===== config.mk =====
export PLATFORM = sky130hd
export DESIGN_NAME = coef_bitstream_encoder_flat
export DESIGN_NICKNAME = d
export VERILOG_FILES = /design/src/rtl/coef_bitstream_encoder_pkg.sv /design/src/rtl/coef_bitstream_encoder_if.sv /design/src/rtl/coef_bitstream_encoder_packer.sv /design/src/rtl/coef_bitstream_encoder.sv /design/src/flat_wrapper.sv
export SDC_FILE = /design/constraint.sdc
export NUM_CORES = 1
export LEC_CHECK = 0
export CORE_AREA = 2 2 114 116
export DETAILED_ROUTE_END_ITERATION = 10
export DIE_AREA = 0 0 116 118
export GPL_TIMING_DRIVEN = 0
export PLACE_DENSITY = 0.77
export SETUP_SLACK_MARGIN = 0.4
export SLEW_MARGIN = 20
export SYNTH_ARGS = -nofsm -noshare
export SYNTH_HDL_FRONTEND = slang
export SYNTH_HIERARCHICAL = 1
export SYNTH_SLANG_ARGS = --single-unit

===== constraint.sdc =====
create_clock -name Clock_50 -period 4.62 [get_ports Clock_50]
set_input_delay 0.693 -clock Clock_50 [delete_from_list [all_inputs] [get_ports Clock_50]]
set_output_delay 0.693 -clock Clock_50 [all_outputs]
set_load 0.1 [all_outputs]

===== src/rtl/coef_bitstream_encoder_pkg.sv =====
// encoder_pkg: shared types and code-table constants for the coefficient
// bitstream encoder (FSM states, code prefixes and lengths, block geometry).
package encoder_pkg;

   localparam int DATA_W      = 16;
   localparam int ADDR_W      = 18;
   localparam int WORD_W      = 16;
   localparam int CODE_W      = 11;
   localparam int RUN_MAX     = 8;
   localparam int BLOCK_COEFS = 64;

   typedef enum logic [2:0] {
      S_IDLE,
      S_ACCEPT,
      S_EMIT_RUN,
      S_EMIT_VAL,
      S_EMIT_EOB,
      S_FLUSH,
      S_DONE
   } state_t;

   localparam logic [1:0] PFX_SMALL = 2'b00;
   localparam logic [1:0] PFX_MED   = 2'b01;
   localparam logic [1:0] PFX_LARGE = 2'b10;
   localparam logic [2:0] PFX_RUN   = 3'b111;
   localparam logic [2:0] CODE_EOB  = 3'b110;

   localparam logic [3:0] LEN_SMALL = 4'd5;
   localparam logic [3:0] LEN_MED   = 4'd8;
   localparam logic [3:0] LEN_LARGE = 4'd11;
   localparam logic [3:0] LEN_RUN   = 4'd6;
   localparam logic [3:0] LEN_EOB   = 4'd3;

endpackage


===== src/rtl/coef_bitstream_encoder_if.sv =====
// Coefficient stream (valid/ready) and SRAM write port of the encoder.
// master = coefficient source / SRAM owner, slave = the encoder.
interface coef_bitstream_encoder_if;
   import encoder_pkg::*;

   logic signed [DATA_W-1:0] coef_data;
   logic                     coef_valid;
   logic                     coef_ready;
   logic [ADDR_W-1:0]        SRAM_address;
   logic [WORD_W-1:0]        SRAM_write_data;
   logic                     SRAM_we_n;

   modport master (
      output coef_data, coef_valid,
      input  coef_ready, SRAM_address, SRAM_write_data, SRAM_we_n
   );

   modport slave (
      input  coef_data, coef_valid,
      output coef_ready, SRAM_address, SRAM_write_data, SRAM_we_n
   );

endinterface


===== src/rtl/coef_bitstream_encoder_packer.sv =====
// bitstream_packer: MSB-first bit accumulator feeding 16-bit SRAM words.
// A word is written whenever 16 or more bits are pending; in flush mode a
// partial word is written left-aligned and zero-padded.
module bitstream_packer
   import encoder_pkg::*;
#(
   parameter logic [ADDR_W-1:0] BITSTREAM_OFFSET = 18'd76800
) (
   input  logic              clk,
   input  logic              rst,
   input  logic [CODE_W-1:0] code,
   input  logic [3:0]        len,
   input  logic              append,
   input  logic              flush,
   output logic              flush_done,
   output logic [ADDR_W-1:0] sram_address,
   output logic [WORD_W-1:0] sram_write_data,
   output logic              sram_we_n
);

   logic [31:0]       acc_p0;
   logic [4:0]        cnt_p0;
   logic [ADDR_W-1:0] next_addr;

   logic [31:0]       acc_drain, acc_next;
   logic [4:0]        cnt_drain, cnt_next;
   logic [CODE_W-1:0] code_la;
   logic              wr;

   assign flush_done = (cnt_p0 == 5'd0);

   // drain one word if available, then merge the new code below the pending bits
   always_comb begin
      acc_drain = acc_p0;
      cnt_drain = cnt_p0;
      wr        = 1'b0;
      if (cnt_p0 >= 5'd16) begin
         wr        = 1'b1;
         acc_drain = acc_p0 << 16;
         cnt_drain = cnt_p0 - 5'd16;
      end else if (flush && cnt_p0 != 5'd0) begin
         wr        = 1'b1;
         acc_drain = '0;
         cnt_drain = '0;
      end
      code_la  = code << (4'(CODE_W) - len);
      acc_next = acc_drain;
      cnt_next = cnt_drain;
      if (append) begin
         acc_next = acc_drain | ({code_la, 21'd0} >> cnt_drain);
         cnt_next = cnt_drain + {1'b0, len};
      end
   end

   // stage p0 -> SRAM port: accumulator update and registered write strobe/address/data
   always_ff @(posedge clk) begin
      if (rst) begin
         acc_p0          <= '0;
         cnt_p0          <= '0;
         next_addr       <= BITSTREAM_OFFSET;
         sram_address    <= '0;
         sram_write_data <= '0;
         sram_we_n       <= 1'b1;
      end else begin
         acc_p0 <= acc_next;
         cnt_p0 <= cnt_next;
         if (wr) begin
            sram_we_n       <= 1'b0;
            sram_address    <= next_addr;
            sram_write_data <= acc_p0[31:16];
            next_addr       <= next_addr + 1'b1;
         end else begin
            sram_we_n <= 1'b1;
         end
      end
   end

endmodule


===== src/rtl/coef_bitstream_encoder.sv =====
// coef_bitstream_encoder: variable-length encoder for scan-ordered 8x8 DCT
// coefficient blocks, packed MSB-first into 16-bit SRAM words.
// Build option: define ENCODER_SATURATE_EN to clamp inputs to -256..255;
// otherwise the low 9 bits are taken as a signed value (wraps).
module coef_bitstream_encoder
   import encoder_pkg::*;
#(
   parameter int                NUM_BLOCKS       = 2400,
   parameter logic [ADDR_W-1:0] BITSTREAM_OFFSET = 18'd76800
) (
   input  logic Clock_50,
   input  logic Reset,
   input  logic milestone_start,
   output logic milestone_done,
   coef_bitstream_encoder_if.slave bus
);

   localparam int BLK_W = $clog2(NUM_BLOCKS + 1);

   function automatic logic signed [8:0] clamp9(input logic signed [DATA_W-1:0] x);
`ifdef ENCODER_SATURATE_EN
      if (x > 16'sd255)       return 9'sh0FF;
      else if (x < -16'sd256) return 9'sh100;
      else                    return 9'(x);
`else
      return 9'(x);
`endif
   endfunction

   state_t            state_p0, state_nxt;
   logic [5:0]        idx_p0;
   logic [5:0]        zcnt_p0;
   logic [5:0]        run_p0;
   logic              eob_p0;
   logic [BLK_W-1:0]  blk_p0;
   logic signed [8:0] val_p0;

   logic              xfer, is_zero, last_idx, last_blk;
   logic signed [8:0] v_in;
   logic [3:0]        run_len;
   logic [CODE_W-1:0] code;
   logic [3:0]        len;
   logic              append, flush, flush_done;

   assign bus.coef_ready = (state_p0 == S_ACCEPT);
   assign xfer           = bus.coef_valid && (state_p0 == S_ACCEPT);
   assign v_in           = clamp9(bus.coef_data);
   assign is_zero        = (v_in == 9'sd0);
   assign last_idx       = (idx_p0 == 6'(BLOCK_COEFS - 1));
   assign last_blk       = (blk_p0 == BLK_W'(NUM_BLOCKS - 1));
   assign run_len        = (run_p0 > 6'(RUN_MAX)) ? 4'(RUN_MAX) : run_p0[3:0];

   // next state and the code appended by the current emit state
   always_comb begin
      state_nxt = state_p0;
      code      = '0;
      len       = '0;
      append    = 1'b0;
      flush     = 1'b0;
      case (state_p0)
         S_IDLE:
            if (milestone_start && !milestone_done) state_nxt = S_ACCEPT;
         S_ACCEPT:
            if (xfer) begin
               if (!is_zero)      state_nxt = (zcnt_p0 != 6'd0) ? S_EMIT_RUN : S_EMIT_VAL;
               else if (last_idx) state_nxt = S_EMIT_EOB;
            end
         S_EMIT_RUN: begin
            append = 1'b1;
            code   = {5'd0, PFX_RUN, 3'(run_len - 4'd1)};
            len    = LEN_RUN;
            if (run_p0 <= 6'(RUN_MAX)) state_nxt = S_EMIT_VAL;
         end
         S_EMIT_VAL: begin
            append = 1'b1;
            if (val_p0 >= -9'sd4 && val_p0 <= 9'sd3) begin
               code = {6'd0, PFX_SMALL, val_p0[2:0]};
               len  = LEN_SMALL;
            end else if (val_p0 >= -9'sd32 && val_p0 <= 9'sd31) begin
               code = {3'd0, PFX_MED, val_p0[5:0]};
               len  = LEN_MED;
            end else begin
               code = {PFX_LARGE, val_p0};
               len  = LEN_LARGE;
            end
            state_nxt = eob_p0 ? S_EMIT_EOB : S_ACCEPT;
         end
         S_EMIT_EOB: begin
            append    = 1'b1;
            code      = {8'd0, CODE_EOB};
            len       = LEN_EOB;
            state_nxt = last_blk ? S_FLUSH : S_ACCEPT;
         end
         S_FLUSH: begin
            flush = 1'b1;
            if (flush_done) state_nxt = S_DONE;
         end
         S_DONE:  state_nxt = S_IDLE;
         default: state_nxt = S_IDLE;
      endcase
   end

   // state register
   always_ff @(posedge Clock_50) begin
      if (Reset) state_p0 <= S_IDLE;
      else       state_p0 <= state_nxt;
   end

   // control counters: a zero run is only counted here and expanded into
   // RUN codes when a nonzero follows, so a trailing run is absorbed by EOB
   always_ff @(posedge Clock_50) begin
      if (Reset) begin
         idx_p0         <= '0;
         zcnt_p0        <= '0;
         run_p0         <= '0;
         eob_p0         <= 1'b0;
         blk_p0         <= '0;
         milestone_done <= 1'b0;
      end else begin
         if (xfer) begin
            idx_p0 <= idx_p0 + 6'd1;
            if (!is_zero) begin
               run_p0  <= zcnt_p0;
               eob_p0  <= last_idx;
               zcnt_p0 <= '0;
            end else if (last_idx) begin
               eob_p0  <= 1'b1;
               zcnt_p0 <= '0;
            end else begin
               zcnt_p0 <= zcnt_p0 + 6'd1;
            end
         end
         if (state_p0 == S_EMIT_RUN) run_p0 <= run_p0 - {2'b00, run_len};
         if (state_p0 == S_EMIT_EOB) blk_p0 <= blk_p0 + 1'b1;
         if (state_p0 == S_FLUSH && flush_done) milestone_done <= 1'b1;
      end
   end

   // stage p0: captured coefficient value for the value code
   always_ff @(posedge Clock_50) begin
      if (xfer && !is_zero) val_p0 <= v_in;
   end

   bitstream_packer #(
      .BITSTREAM_OFFSET(BITSTREAM_OFFSET)
   ) u_packer (
      .clk             (Clock_50),
      .rst             (Reset),
      .code            (code),
      .len             (len),
      .append          (append),
      .flush           (flush),
      .flush_done      (flush_done),
      .sram_address    (bus.SRAM_address),
      .sram_write_data (bus.SRAM_write_data),
      .sram_we_n       (bus.SRAM_we_n)
   );

endmodule


===== src/flat_wrapper.sv =====
// flat-port wrapper written by rule: the top's interface ports become plain ports
module coef_bitstream_encoder_flat import encoder_pkg::*;
#(
   parameter int                NUM_BLOCKS       = 2400,
   parameter logic [ADDR_W-1:0] BITSTREAM_OFFSET = 18'd76800
)
  (Clock_50, Reset, milestone_start, milestone_done, bus_coef_data, bus_coef_valid, bus_coef_ready, bus_SRAM_address, bus_SRAM_write_data, bus_SRAM_we_n);
  coef_bitstream_encoder_if bus_i ();
  input  logic Clock_50;
  input  logic Reset;
  input  logic milestone_start;
  output logic milestone_done;
  input wire logic [$bits(bus_i.coef_data)-1:0] bus_coef_data;
  input wire logic [$bits(bus_i.coef_valid)-1:0] bus_coef_valid;
  output wire logic [$bits(bus_i.coef_ready)-1:0] bus_coef_ready;
  output wire logic [$bits(bus_i.SRAM_address)-1:0] bus_SRAM_address;
  output wire logic [$bits(bus_i.SRAM_write_data)-1:0] bus_SRAM_write_data;
  output wire logic [$bits(bus_i.SRAM_we_n)-1:0] bus_SRAM_we_n;
  assign bus_i.coef_data = bus_coef_data;
  assign bus_i.coef_valid = bus_coef_valid;
  assign bus_coef_ready = bus_i.coef_ready;
  assign bus_SRAM_address = bus_i.SRAM_address;
  assign bus_SRAM_write_data = bus_i.SRAM_write_data;
  assign bus_SRAM_we_n = bus_i.SRAM_we_n;
  coef_bitstream_encoder #(.NUM_BLOCKS(NUM_BLOCKS), .BITSTREAM_OFFSET(BITSTREAM_OFFSET)) u_core (.Clock_50(Clock_50), .Reset(Reset), .milestone_start(milestone_start), .milestone_done(milestone_done), .bus(bus_i));
endmodule

==> summary.md <==
| Metric | Value |
|---|---|
| Post-synthesis simple-gate area fraction | a little under a quarter |
| CP Depth | 13 |
| Post-synthesis compound-gate area fraction | around a fifth |
| Synth Flop Type | dfxtp_1 |
| Final std cells w/o fill | around 1000 |
| Max VDD drop | ~490 uV |
| Max cap viols | 0 |
| Worst EP required | approximately 4900 ps |
| Worst path slowest cell | a22oi_1 |
| Yosys reg bits | around 130 |
| Port bufs | 49 |
| I/O pins | between 50 and 60 |
| Antenna diodes | 0 |
| Vias in the first global route | 6075 |
| Adder-cell share of the synthesized area | between 2 and 3% |
| Mux cell area share after synthesis | 3.743% |
| CP Launch Point | u_core/run_p0[1] |
| Buf+Inv Stages, Crit Path | 0 |
| Worst Hold Depth | 2 |
| Initial Util | a little over half |
| Max_slew headroom | around a third |
| Fmax | ~260 MHz |
| Resized cells post-CTS | 0 |
| RSZ-0062 raised after global routing | no |
| Post-CTS Setup Repair Bufs | 0 |
| CTS sink cnt | roughly 130 |
| Max Slew Vio Count | 0 |
| Dpl cells | ~1000 |
| First-pass GRT wire length | 29140 um |
| Die Y | roughly 120 um |
| Tmin final | around 3900 ps |
| Clock buffer depth | 2 |
| CTS clk-pin slew, worst paths | roughly 60 ps |
| CP delay by family, top | compound AO/OA/AOI/OAI gates |
| # rows | 41 |
| Vias | about 6300 |
| WP data arrival | 4190 ps |
| Post-synth EDFFs | 9 |
| Pwr per Cell Area | around 390 nW/um^2 |
| H-tree depth | 4 |
| Hold Vio Cnt, Final | 0 |
| Final Setup Violations | 0 |
| CTS tree | built |
| Die footprint | between 10000 and 15000 sq um |
| Drt wl/cell | around 17 um |
| Post-Syn Area | 6685 sq um |
| Post-synthesis xor/xnor area fraction | around 4.5% |
| Register area share after synthesis | 41.47% |
| RR Startpoint | u_core/run_p0[1] |
| Cells after Synth | about 790 |
| Antenna viol nets, final | 0 |
| Routability congestion estimate | around 0.96 |
| Largest net degree at the start of global routing | 17 |
| Area growth from synthesis to layout | 20.53% |
| Worst Setup End Kind | register |
| Hold Buf Count CTS | 0 |
| Period utilization | a little over four fifths |
| CORE AREA | 12410 sq um |
| Hold Startpoint | u_core/u_packer/sram_write_data[12] |
| Total global-route track usage | 26.38% |
| Total Neg Setup Slack | 0 ps |
| Main combinational cell family by area after synthesis | simple AND/OR/NAND/NOR gates |
| Layout cell share with drive strength beyond 1 | about 7.7% |
| Initial antenna violation count | 0 |
| Avg Synthesized Cell Area | approximately 8.5 sq um |
| Final wirelength | 17560 um |
| Clock skew | around 9.4 ps |
| Via density | between 5 and 6 |
| Setup ws final | about 740 ps |
| Leak | approximately 3.0 nW |
| Startpoint class of the critical path | register |
| Worst R2R Path Depth | 13 |
| Dpl hpwl | ~13000 um |
| Drt first pass iters | 6 |
| Worst Hold Class | reg -> reg |
| Die Wd | roughly 120 um |
| Async S/R FF share, synth | 0% |
| Unique masters post-synth | 72 |
| Most used cell, CP | a21oi_1 |
| Slew @ Worst Pin | 1009 ps |
| Root buffer cell | clkbuf_16 |
| Drt first-iter violations | ~550 |
| Kind of critical path | reg -> reg |
| Crit path largest cell delay | 630 ps |
| Status | finished clean |
| Place WS | around 830 ps |
| R2r setup slk | 740 ps |
| Num CTS Buffers | 17 |
| Critical-path cell list | o31a_1, nor3_2, nand2_1, ha_1, nor2_1, a21oi_1, o21ai_0, mux2i_1, nor4b_1, nor4_1, a22oi_1, a21oi_1, o32ai_1 |
| Nets | a little under 900 |
| Yosys warns | 6 |
| Grt ovf | 0 |
| CP max FO | 7 |
| DRC Markers | 0 |
| Clk_lat worst skew | about 420 ps |
[Yosys cell counts, types with 8 or more instances]
library cell,count,share of area (%)
dfxtp_1,125,37
a21oi_1,75,5.6
clkbuf_1,33,1.9
o21ai_0,23,1.7
a22o_1,9,1.2
and3_1,27,2.5
edfxtp_1,9,4.0
xnor2_1,11,1.4
a22oi_1,16,1.8
nand2b_1,11,1.0
nand3_1,16,1.2
ha_1,12,2.2
nor3_1,17,1.3
or3_1,8,0.75
xor2_1,23,3.0
o22ai_1,11,1.0
inv_1,17,0.95
nand4_1,15,1.4
nor2_1,67,3.8
nand2_1,127,7.1
nor2b_1,8,0.75
[worst paths after layout]
kind	endpoint
max	u_core/u_packer/acc_p0[26]
min reg2reg	u_core/u_packer/sram_write_data[12]
min	u_core/u_packer/sram_write_data[12]
max reg2reg	u_core/u_packer/acc_p0[26]
[sequential cells by signal (all words and copies together), names as in the netlist]
signal	count
u_core/idx_p0	6
u_core/val_p0	9
u_core/milestone_done	1
u_core/state_p0	3
u_core/run_p0	6
u_core/u_packer/sram_we_n	1
u_core/u_packer/acc_p0	32
u_core/eob_p0	1
u_core/u_packer/sram_write_data	16
u_core/u_packer/cnt_p0	5
u_core/u_packer/sram_address	18
u_core/u_packer/next_addr	18
u_core/blk_p0	12
u_core/zcnt_p0	6
[tightest hold or removal path, delay by kind of cell, from the launching register on]
| family | cells | cell delay (ps) |
|---|---|---|
| and+or+nand+nor | 1 | 50 |
| DFF | 1 | 300 |
| AOI/OAI and AO/OA | 1 | 50 |
[stage by stage]
| step | hold slack [ps] | util, % | instance area (sq um) | total power [mW] |
|---|---|---|---|---|
| final | 448.9 | 64.91 | 8058 | 3.107 |
| after global routing | 467.2 | 64.91 | 8058 | 3.211 |
| after CTS | 451.7 | 64.91 | 8058 | 3.112 |
| after detailed placement | 444.1 | 59.56 | 7395 | 1.624 |
| after global placement | 439.6 | 59.56 | 7395 | 1.618 |
| after floorplan | 426.0 | - | 6689 | 1.524 |
[placed cells by master (no fill, tap or decap), types with 18 or more instances in the layout]
master	netlist	routed
clkdlybuf4s50_1	0	49
and3_1	27	27
xor2_1	23	23
nand2_1	127	127
clkbuf_16	0	18
o21ai_0	23	23
clkbuf_1	33	33
a21oi_1	75	75
dfxtp_1	125	125
nor2_1	67	67
[final cells by class]
cell class	count	area (sq um)
tap	172	215.2
clock buffer	19	464.2
sequential	134	2773
multi-input combinational	591	3630
buffer	48	215.2
fill	1065	4357
inverter	19	71.32
timing repair buffer	49	490.5
clock inverter	13	198.9
[logic make-up (layout without fill, tap and decap cells)]
family	count (synthesis)	in the layout
simple gates	323	323
fa+ha+maj	13	13
compound gates	202	202
buf+inv	67	148
xor+xnor	34	34
flops	134	134
mux	16	16
other cells	2	3
[report_power, final]
group / switching [mW] / internal (mW)
logic: 0.264 / 0.136
registers: 0.0191 / 1.19
clock network: 0.494 / 0.999
[per-layer routing]
layer,vias up,global-route usage [%],share of wire (%)
met4,0,9.003,1.9
met5,-,0,0
met3,38,5.510,6.5
li1,2999,-,-
met2,255,43.49,49
met1,2960,34.15,43
No activity file was read; power rests on OpenSTA's default activity.
